[src/rtl/parallel_to_serial_tx.sv]
// parallel_to_serial_tx
//   Framed serial transmitter. A parallel word is captured on load and sent as
//   one start bit (0), DATA_W data bits, and one stop bit (1). Each bit is held
//   for BIT_CYCLES clocks. The line idles high.
//
// Parameters
//   DATA_W     parallel word width (2..32)
//   BIT_CYCLES clocks per serial bit (1..65535)
//   MSB_FIRST  1: bit DATA_W-1 goes out first, 0: bit 0 goes out first
//
// Ports
//   CLOCK_50_B5B  in   clock; all state updates on its rising edge
//   RESET_n       in   asynchronous active-low reset
//   data_in       in   word to transmit, sampled only on the accepting edge
//   load          in   transmit request, honoured only while ready=1
//   ready         out  high in IDLE: a load is accepted this cycle
//   serial_out    out  registered serial line
//   busy          out  inverse of ready; high while a frame is in progress
//   done          out  one-cycle pulse during the last cycle of the stop bit
module parallel_to_serial_tx #(
  parameter int DATA_W     = 8,
  parameter int BIT_CYCLES = 4,
  parameter int MSB_FIRST  = 1
) (
  input  logic              CLOCK_50_B5B,
  input  logic              RESET_n,
  input  logic [DATA_W-1:0] data_in,
  input  logic              load,
  output logic              ready,
  output logic              serial_out,
  output logic              busy,
  output logic              done
);

  // A one-cycle bit still needs a 1-bit counter so the wrap compare is legal.
  localparam int CNT_W = (BIT_CYCLES > 1) ? $clog2(BIT_CYCLES) : 1;
  localparam int IDX_W = $clog2(DATA_W);

  localparam logic [CNT_W-1:0] CNT_LAST = CNT_W'(BIT_CYCLES - 1);
  // Counter value one cycle before the final stop-bit cycle; done is
  // registered, so it must be set up one cycle ahead.
  localparam logic [CNT_W-1:0] CNT_PRE  = CNT_W'((BIT_CYCLES > 1) ? (BIT_CYCLES - 2) : 0);
  localparam logic [IDX_W-1:0] IDX_LAST = IDX_W'(DATA_W - 1);
  // With one cycle per bit the stop bit is a single cycle, so done has to be
  // raised on the very edge that enters STOP.
  localparam logic DONE_ON_ENTRY = (BIT_CYCLES == 1);

  typedef enum logic [1:0] {
    IDLE  = 2'd0,
    START = 2'd1,
    DATA  = 2'd2,
    STOP  = 2'd3
  } state_t;

  state_t            state_reg;
  logic [CNT_W-1:0]  cnt_reg;
  logic [IDX_W-1:0]  bit_idx_reg;
  logic [DATA_W-1:0] shift_data_reg;
  logic              serial_out_reg;
  logic              done_reg;

  logic [DATA_W-1:0] load_word;
  logic              cnt_wrap;

  // The shift register always shifts towards its MSB. For LSB-first order the
  // word is bit-reversed on capture so the same shifter serves both orders.
  generate
    for (genvar gi = 0; gi < DATA_W; gi++) begin : g_order
      if (MSB_FIRST != 0) begin : g_msb
        assign load_word[gi] = data_in[gi];
      end else begin : g_lsb
        assign load_word[gi] = data_in[DATA_W-1-gi];
      end
    end
  endgenerate

  assign cnt_wrap = (cnt_reg == CNT_LAST);

  always_ff @(posedge CLOCK_50_B5B or negedge RESET_n) begin
    if (!RESET_n) begin
      state_reg      <= IDLE;
      cnt_reg        <= '0;
      bit_idx_reg    <= '0;
      shift_data_reg <= '0;
      serial_out_reg <= 1'b1;
      done_reg       <= 1'b0;
    end else begin
      done_reg <= 1'b0;
      case (state_reg)
        IDLE: begin
          cnt_reg     <= '0;
          bit_idx_reg <= '0;
          if (load) begin
            shift_data_reg <= load_word;
            serial_out_reg <= 1'b0;
            state_reg      <= START;
          end
        end

        START: begin
          if (cnt_wrap) begin
            cnt_reg        <= '0;
            bit_idx_reg    <= '0;
            serial_out_reg <= shift_data_reg[DATA_W-1];
            shift_data_reg <= {shift_data_reg[DATA_W-2:0], 1'b0};
            state_reg      <= DATA;
          end else begin
            cnt_reg <= cnt_reg + 1'b1;
          end
        end

        DATA: begin
          if (cnt_wrap) begin
            cnt_reg <= '0;
            if (bit_idx_reg == IDX_LAST) begin
              serial_out_reg <= 1'b1;
              done_reg       <= DONE_ON_ENTRY;
              state_reg      <= STOP;
            end else begin
              bit_idx_reg    <= bit_idx_reg + 1'b1;
              serial_out_reg <= shift_data_reg[DATA_W-1];
              shift_data_reg <= {shift_data_reg[DATA_W-2:0], 1'b0};
            end
          end else begin
            cnt_reg <= cnt_reg + 1'b1;
          end
        end

        STOP: begin
          if (cnt_wrap) begin
            cnt_reg   <= '0;
            state_reg <= IDLE;
          end else begin
            cnt_reg  <= cnt_reg + 1'b1;
            done_reg <= (cnt_reg == CNT_PRE);
          end
        end

        default: begin
          state_reg <= IDLE;
        end
      endcase
    end
  end

  assign ready      = (state_reg == IDLE);
  assign busy       = (state_reg != IDLE);
  assign serial_out = serial_out_reg;
  assign done       = done_reg;

endmodule

[config.mk]
export PLATFORM = sky130hd
export DESIGN_NAME = parallel_to_serial_tx
export DESIGN_NICKNAME = d
export VERILOG_FILES = /design/src/rtl/parallel_to_serial_tx.sv
export SDC_FILE = /design/constraint.sdc
export NUM_CORES = 1
export LEC_CHECK = 0
export ABC_CLOCK_PERIOD_IN_PS = 2200
export BUFFER_PORTS_ARGS = -buffer_cell sky130_fd_sc_hd__buf_2
export CORE_MARGIN = 5
export CORE_UTILIZATION = 47
export DETAILED_ROUTE_END_ITERATION = 7
export PLACE_DENSITY = 0.71
export SLEW_MARGIN = 20
export SYNTH_ARGS = -nofsm -noshare
export SYNTH_HDL_FRONTEND = slang
export SYNTH_SLANG_ARGS = --single-unit
[constraint.sdc]
create_clock -name CLOCK_50_B5B -period 2.2 [get_ports CLOCK_50_B5B]
set_clock_uncertainty 0.2 [all_clocks]
set_input_delay 0.44 -clock CLOCK_50_B5B [delete_from_list [all_inputs] [get_ports CLOCK_50_B5B]]
set_output_delay 0.44 -clock CLOCK_50_B5B [all_outputs]
set_load 0.02 [all_outputs]
# --- Word level (Yosys, flattened, before mapping) ---
# Cells that the tools add are included.
# W data, S select, Z words.
word_totals:
  elab_cells: 52
  out_inout_bits: 4
  inputBits: 11
  reg_bits: 17
classes:
  muxes: 24
  eq_ne: 12
  n_addsub: 2
  reduce_logical: 8
op_table:
  columns: ["cell", "count"]
  rows:
  - ["$mux W8", 4]
  - ["$pmux W8 S3", 1]
  - ["$mux W2", 6]
  - ["$ne A2 B2 Y1 const B", 6]
  - ["$reduce_and A5 Y1", 2]
  - ["$mux W3", 3]
  - ["$pmux W3 S3", 1]
  - ["$eq A2 B2 Y1 const B", 4]
  - ["$pmux W2 S4", 1]
  - ["$reduce_and A4 Y1", 2]
  - ["$mux W1", 6]
  - ["$pmux W2 S2", 1]
  - ["$add A3 B1 Y3 const B", 1]
  - ["$eq A3 B3 Y1 const B", 1]
  - ["$pmux W1 S3", 1]
  - ["$reduce_bool A3 Y1", 1]
  - ["$reduce_or A3 Y1", 1]
  - ["$add A2 B1 Y2 const B", 1]
  - ["$eq A2 B1 Y1 const B", 1]
  - ["$logic_not A2 Y1", 1]
  - ["$reduce_bool A2 Y1", 1]

# --- Depth between registers and ports, before layout ---
depth:
  word_depth: 4
  mapped_depth: 6
  ltp_nobuf: 5

# --- Worst setup path before layout ---
# OpenSTA, ideal clock, no wires.
synth_path:
  path_kind: "reg-to-reg"
  from: "register state_reg[0]"
  to: "register shift_data_reg[0]"
  slack_ns: 0.052
  required_ns: 1.875
  stages_incl_launch_ff: 6
  path_buffers: 0
  arrival_ns: 1.823
  setup_ns: 0.125
  cell_sequence: "dfrtp_1 -> inv_1 -> ha_1 -> nor2b_1 -> a2111oi_4 -> mux2_2"
synth_between:
  elab_chain_len: 3
synth_rtl:
  columns: ["item", "line", "rtl"]
  rows:
  - ["start: declaration", "55", "state_t state_reg;"]
  - ["start signal: assignment", "81", "state_reg <= IDLE;"]
  - ["start signal: assignment", "96", "state_reg <= START;"]
  - ["start signal: assignment", "106", "state_reg <= DATA;"]
  - ["$logic_not A2 Y1 (*)", null, null]
  - ["net ready", "29", "output logic ready,"]
  - ["$ne A2 B2 Y1 (no line) or $reduce_bool A3 Y1 (tied branches)", null, null]
  - ["$reduce_and A5 Y1 (no line)", null, null]
  - ["end signal: assignment", "94", "shift_data_reg <= load_word;"]
  - ["end signal: assignment", "105", "shift_data_reg <= {shift_data_reg[DATA_W-2:0], 1'b0};"]
  - ["end signal: assignment", "122", "shift_data_reg <= {shift_data_reg[DATA_W-2:0], 1'b0};"]
  - ["end: declaration", "58", "logic [DATA_W-1:0] shift_data_reg;"]
# The timed path passes the listed nets; every way through them passes the cells marked *.
# A chain may end at the register's enable or synchronous reset.

# --- Worst setup path after layout ---
layout_path:
  from: "register state_reg[0]"
  to: "register shift_data_reg[6]"
layout_between:
  elab_chain_len: 3
layout_rtl:
  columns: ["item", "line", "rtl"]
  rows:
  - ["$eq A2 B2 Y1 (tied with other cells)", "89", "case (state_reg)"]
  - ["$ne A2 B2 Y1 (no line) or $reduce_bool A3 Y1 (tied branches)", null, null]
  - ["$reduce_and A5 Y1 (no line)", null, null]
# Parallel ways exist; a longest one is shown, timed or not.

==> results by group <==
Critical path
  – Max incr delay on CP: 410 ps
  – Crit path capture type: flop
  – Critical Path Source Type: flop
  – CP max FO: 8
  – CP Class: flop to flop
  – Crit path DAT: 2050 ps
  – Critical Path RT: 2180 ps
  – Critical-path cell list: inv_1, ha_1, o21ba_1, a2111oi_4, buf_4, mux2_2
  – Worst-path cell with the longest stage delay: dfrtp_1

CTS
  – Clock-pin slew on the worst setup and hold paths: 110 ps
  – Clock latency on the worst-skew pair: 290 ps
  – Max Root-Sink Buffers: 2
  – CTS tree: built
  – Total CTS buffers: 3
  – H-Tree Depth: 1
  – Clk root buf: clkbuf_4
  – # clock sinks: 17
  – CTS resizes: 0

STA
  – Fin. max-slew vios: 0
  – Tmin final: 2069 ps
  – Least-Margin Pin Slew: 384.2 ps
  – Relative slew slack: 74.38%
  – RSZ-0062 raised after global routing: false
  – PnR worst setup slack: 131.3 ps
  – Final hold violation count: 0
  – Max Freq: 483.4 MHz
  – Period utilization: 94.03%
  – Fin Setup TNS: 0 ps
  – Final setup fails: 0

Pwr
  – Static leakage: 0.5521 nW
  – Cell Pwr Density: 1567 nW/µm²
  – Peak supply drop: 0.0007527 V
  – Total Power: 1.731 mW

Yosys
  – Most instantiated cells after synthesis: mux2_2, dfrtp_1, ha_1
  – Synth cell types: 23
  – Mapped Cells: 76
  – Asr flop ratio synth: 100.0%
  – Mapped Area: 955.9 µm²
  – Area leader, netlist: dfrtp_1
  – Number of synthesized flops with an enable pin: 0
  – Top_reg_cell synth: dfrtp_1
  – Most frequent cell after synthesis: mux2_2
  – Net Count, Synth: 96
  – Register area share after synthesis: 44.63%
  – YS warnings: 0
  – Area share of the largest cell type after synthesis: 41.88%
  – Synth Register Bits: 17
  – Most area-consuming cells after synthesis: dfrtp_1, mux2_2, ha_1
  – Avg Inst Size Synth: 12.58 µm²

Route
  – Via count: 643
  – Vias per Instance: 5.228
  – Remaining antenna violation count: 0
  – DRC: 0
  – Drt first pass iters: 3
  – Post-Route WL: 1681 µm
  – Iter 0 DRT Violations: 2
  – Drt wl/cell: 13.67 µm

Cells and area
  – Share of layout cells above drive strength 1: 42.71%
  – Nets@finish: 117
  – Antenna Cells: 0
  – Filler cells: 175
  – Syn-to-layout area delta: 15.58%
  – Final std cells w/o fill: 123
  – Max reg flops: 8

GRT
  – Vias in the first global route: 678
  – Largest net degree at the start of global routing: 18
  – Total global-route track usage: 14.19%
  – Antenna violations before repair: 0
  – Final global-route overflow total: 0
  – First-pass GRT wire length: 2973 µm

Floorplan
  – Die ar.: 3036 µm²
  – Site Rows: 16
  – Initial core utilization: 49.23%
  – Die extent in y: 55.10 µm
  – I/O Pins: 15
  – Core ar.: 1942 µm²
  – Die width: 55.10 µm

Outcome
  – Run status: finished clean

Place
  – Placed cells: 118
  – I/O Buffers: 14
  – GP Congestion: 0.7838
  – DP HPWL: 1344 µm
  – Place WS: 114.9 ps

Job
  – MaxCap Viol Count: 0

Worst hold path
  – Hold Crit Class: primary input to flop
==> worst max-delay path: cells and delay by family, from the launching register on <==
kind                     cells  cell delay (ps)
AO/OA/AOI/OAI                2              430
flip-flops                   1              410
multiplexers                 1              350
buffers and inverters        2              300
adder cells (fa/ha/maj)      1              280
==> cell families after synthesis <==
kind of cell | synth area share, %
AO/OA/AOI/OAI | 10.21
multiplexers | 21.20
AND/OR/NAND/NOR | 8.638
buffers and inverters | 3.534
adder cells (fa/ha/maj) | 11.78
flip-flops | 44.63
==> per-stage QoR <==
stage	area, µm²	hold WS (ps)	util [%]
after floorplan	955.9	-55.59	-
after global placement	1067	182.2	54.96
after detailed placement	1067	187.8	54.96
after CTS	1105	291.4	56.89
after global routing	1105	285.5	56.89
final	1105	303.1	56.89
==> layer usage <==
metal,track usage (%),up-vias,routed length (µm)
li1,-,310,-
met2,27.56,9,924
met5,0,-,0
met3,3.217,2,51
met4,4.858,0,12
met1,14.67,322,692
==> report_power, final <==
group	switching, mW	internal (mW)
combinational	0.470	0.555
clock	0.0997	0.0675
sequential	0.0807	0.459
==> area by class of cell <==
class	instances	area, µm²	area share (%)
Clock buffer	3	22.52	2.039
Clock inverter	1	5.005	0.4530
Inverter	5	18.77	1.699
Multi-Input combinational cell	52	495.5	44.85
Sequential cell	17	426.7	38.62
Tap cell	27	33.78	3.058
Timing Repair Buffer	18	102.6	9.286
==> final timing paths <==
check	slack, ps	cells past startpoint	start	endpoint
worst min register to register	300	1	bit_idx_reg[1]	bit_idx_reg[1]
worst max register to register	130	6	state_reg[0]	shift_data_reg[6]
max in group asynchronous	1090	2	RESET_n	serial_out
worst max-delay path	130	6	state_reg[0]	shift_data_reg[6]
worst min-delay path	300	3	data_in[5]	shift_data_reg[5]
min in group asynchronous	390	2	RESET_n	bit_idx_reg[1]
==> placed cells by master, fill, tap and decap left out <==
cell / Yosys / layout
mux2_2: 18 / 18
dfrtp_1: 16 / 16
buf_2: 0 / 14
ha_1: 9 / 9
inv_1: 5 / 5
nor2_1: 4 / 4
nor3_1: 3 / 3
clkbuf_4: 0 / 3
buf_4: 0 / 3
nor2b_1: 2 / 2
nand2b_1: 2 / 2
and4_1: 2 / 2
a21o_1: 2 / 2
and2_1: 1 / 1
o21ba_1: 1 / 1
a2111oi_4: 1 / 1
nand2_1: 1 / 1
o21ai_0: 1 / 1
a21boi_0: 1 / 1
a22oi_1: 1 / 1
o221ai_1: 1 / 1
o21bai_1: 1 / 1
a32oi_1: 1 / 1
clkinv_2: 0 / 1
dlygate4sd3_1: 0 / 1
dfstp_2: 1 / 1
==> what timing repair did <==
action,4_1_cts,5_1_grt
hold endpoints to repair,16,0
hold buffers,1,0
buffers inserted,0,0
No activity file was read; power rests on OpenSTA's default activity.
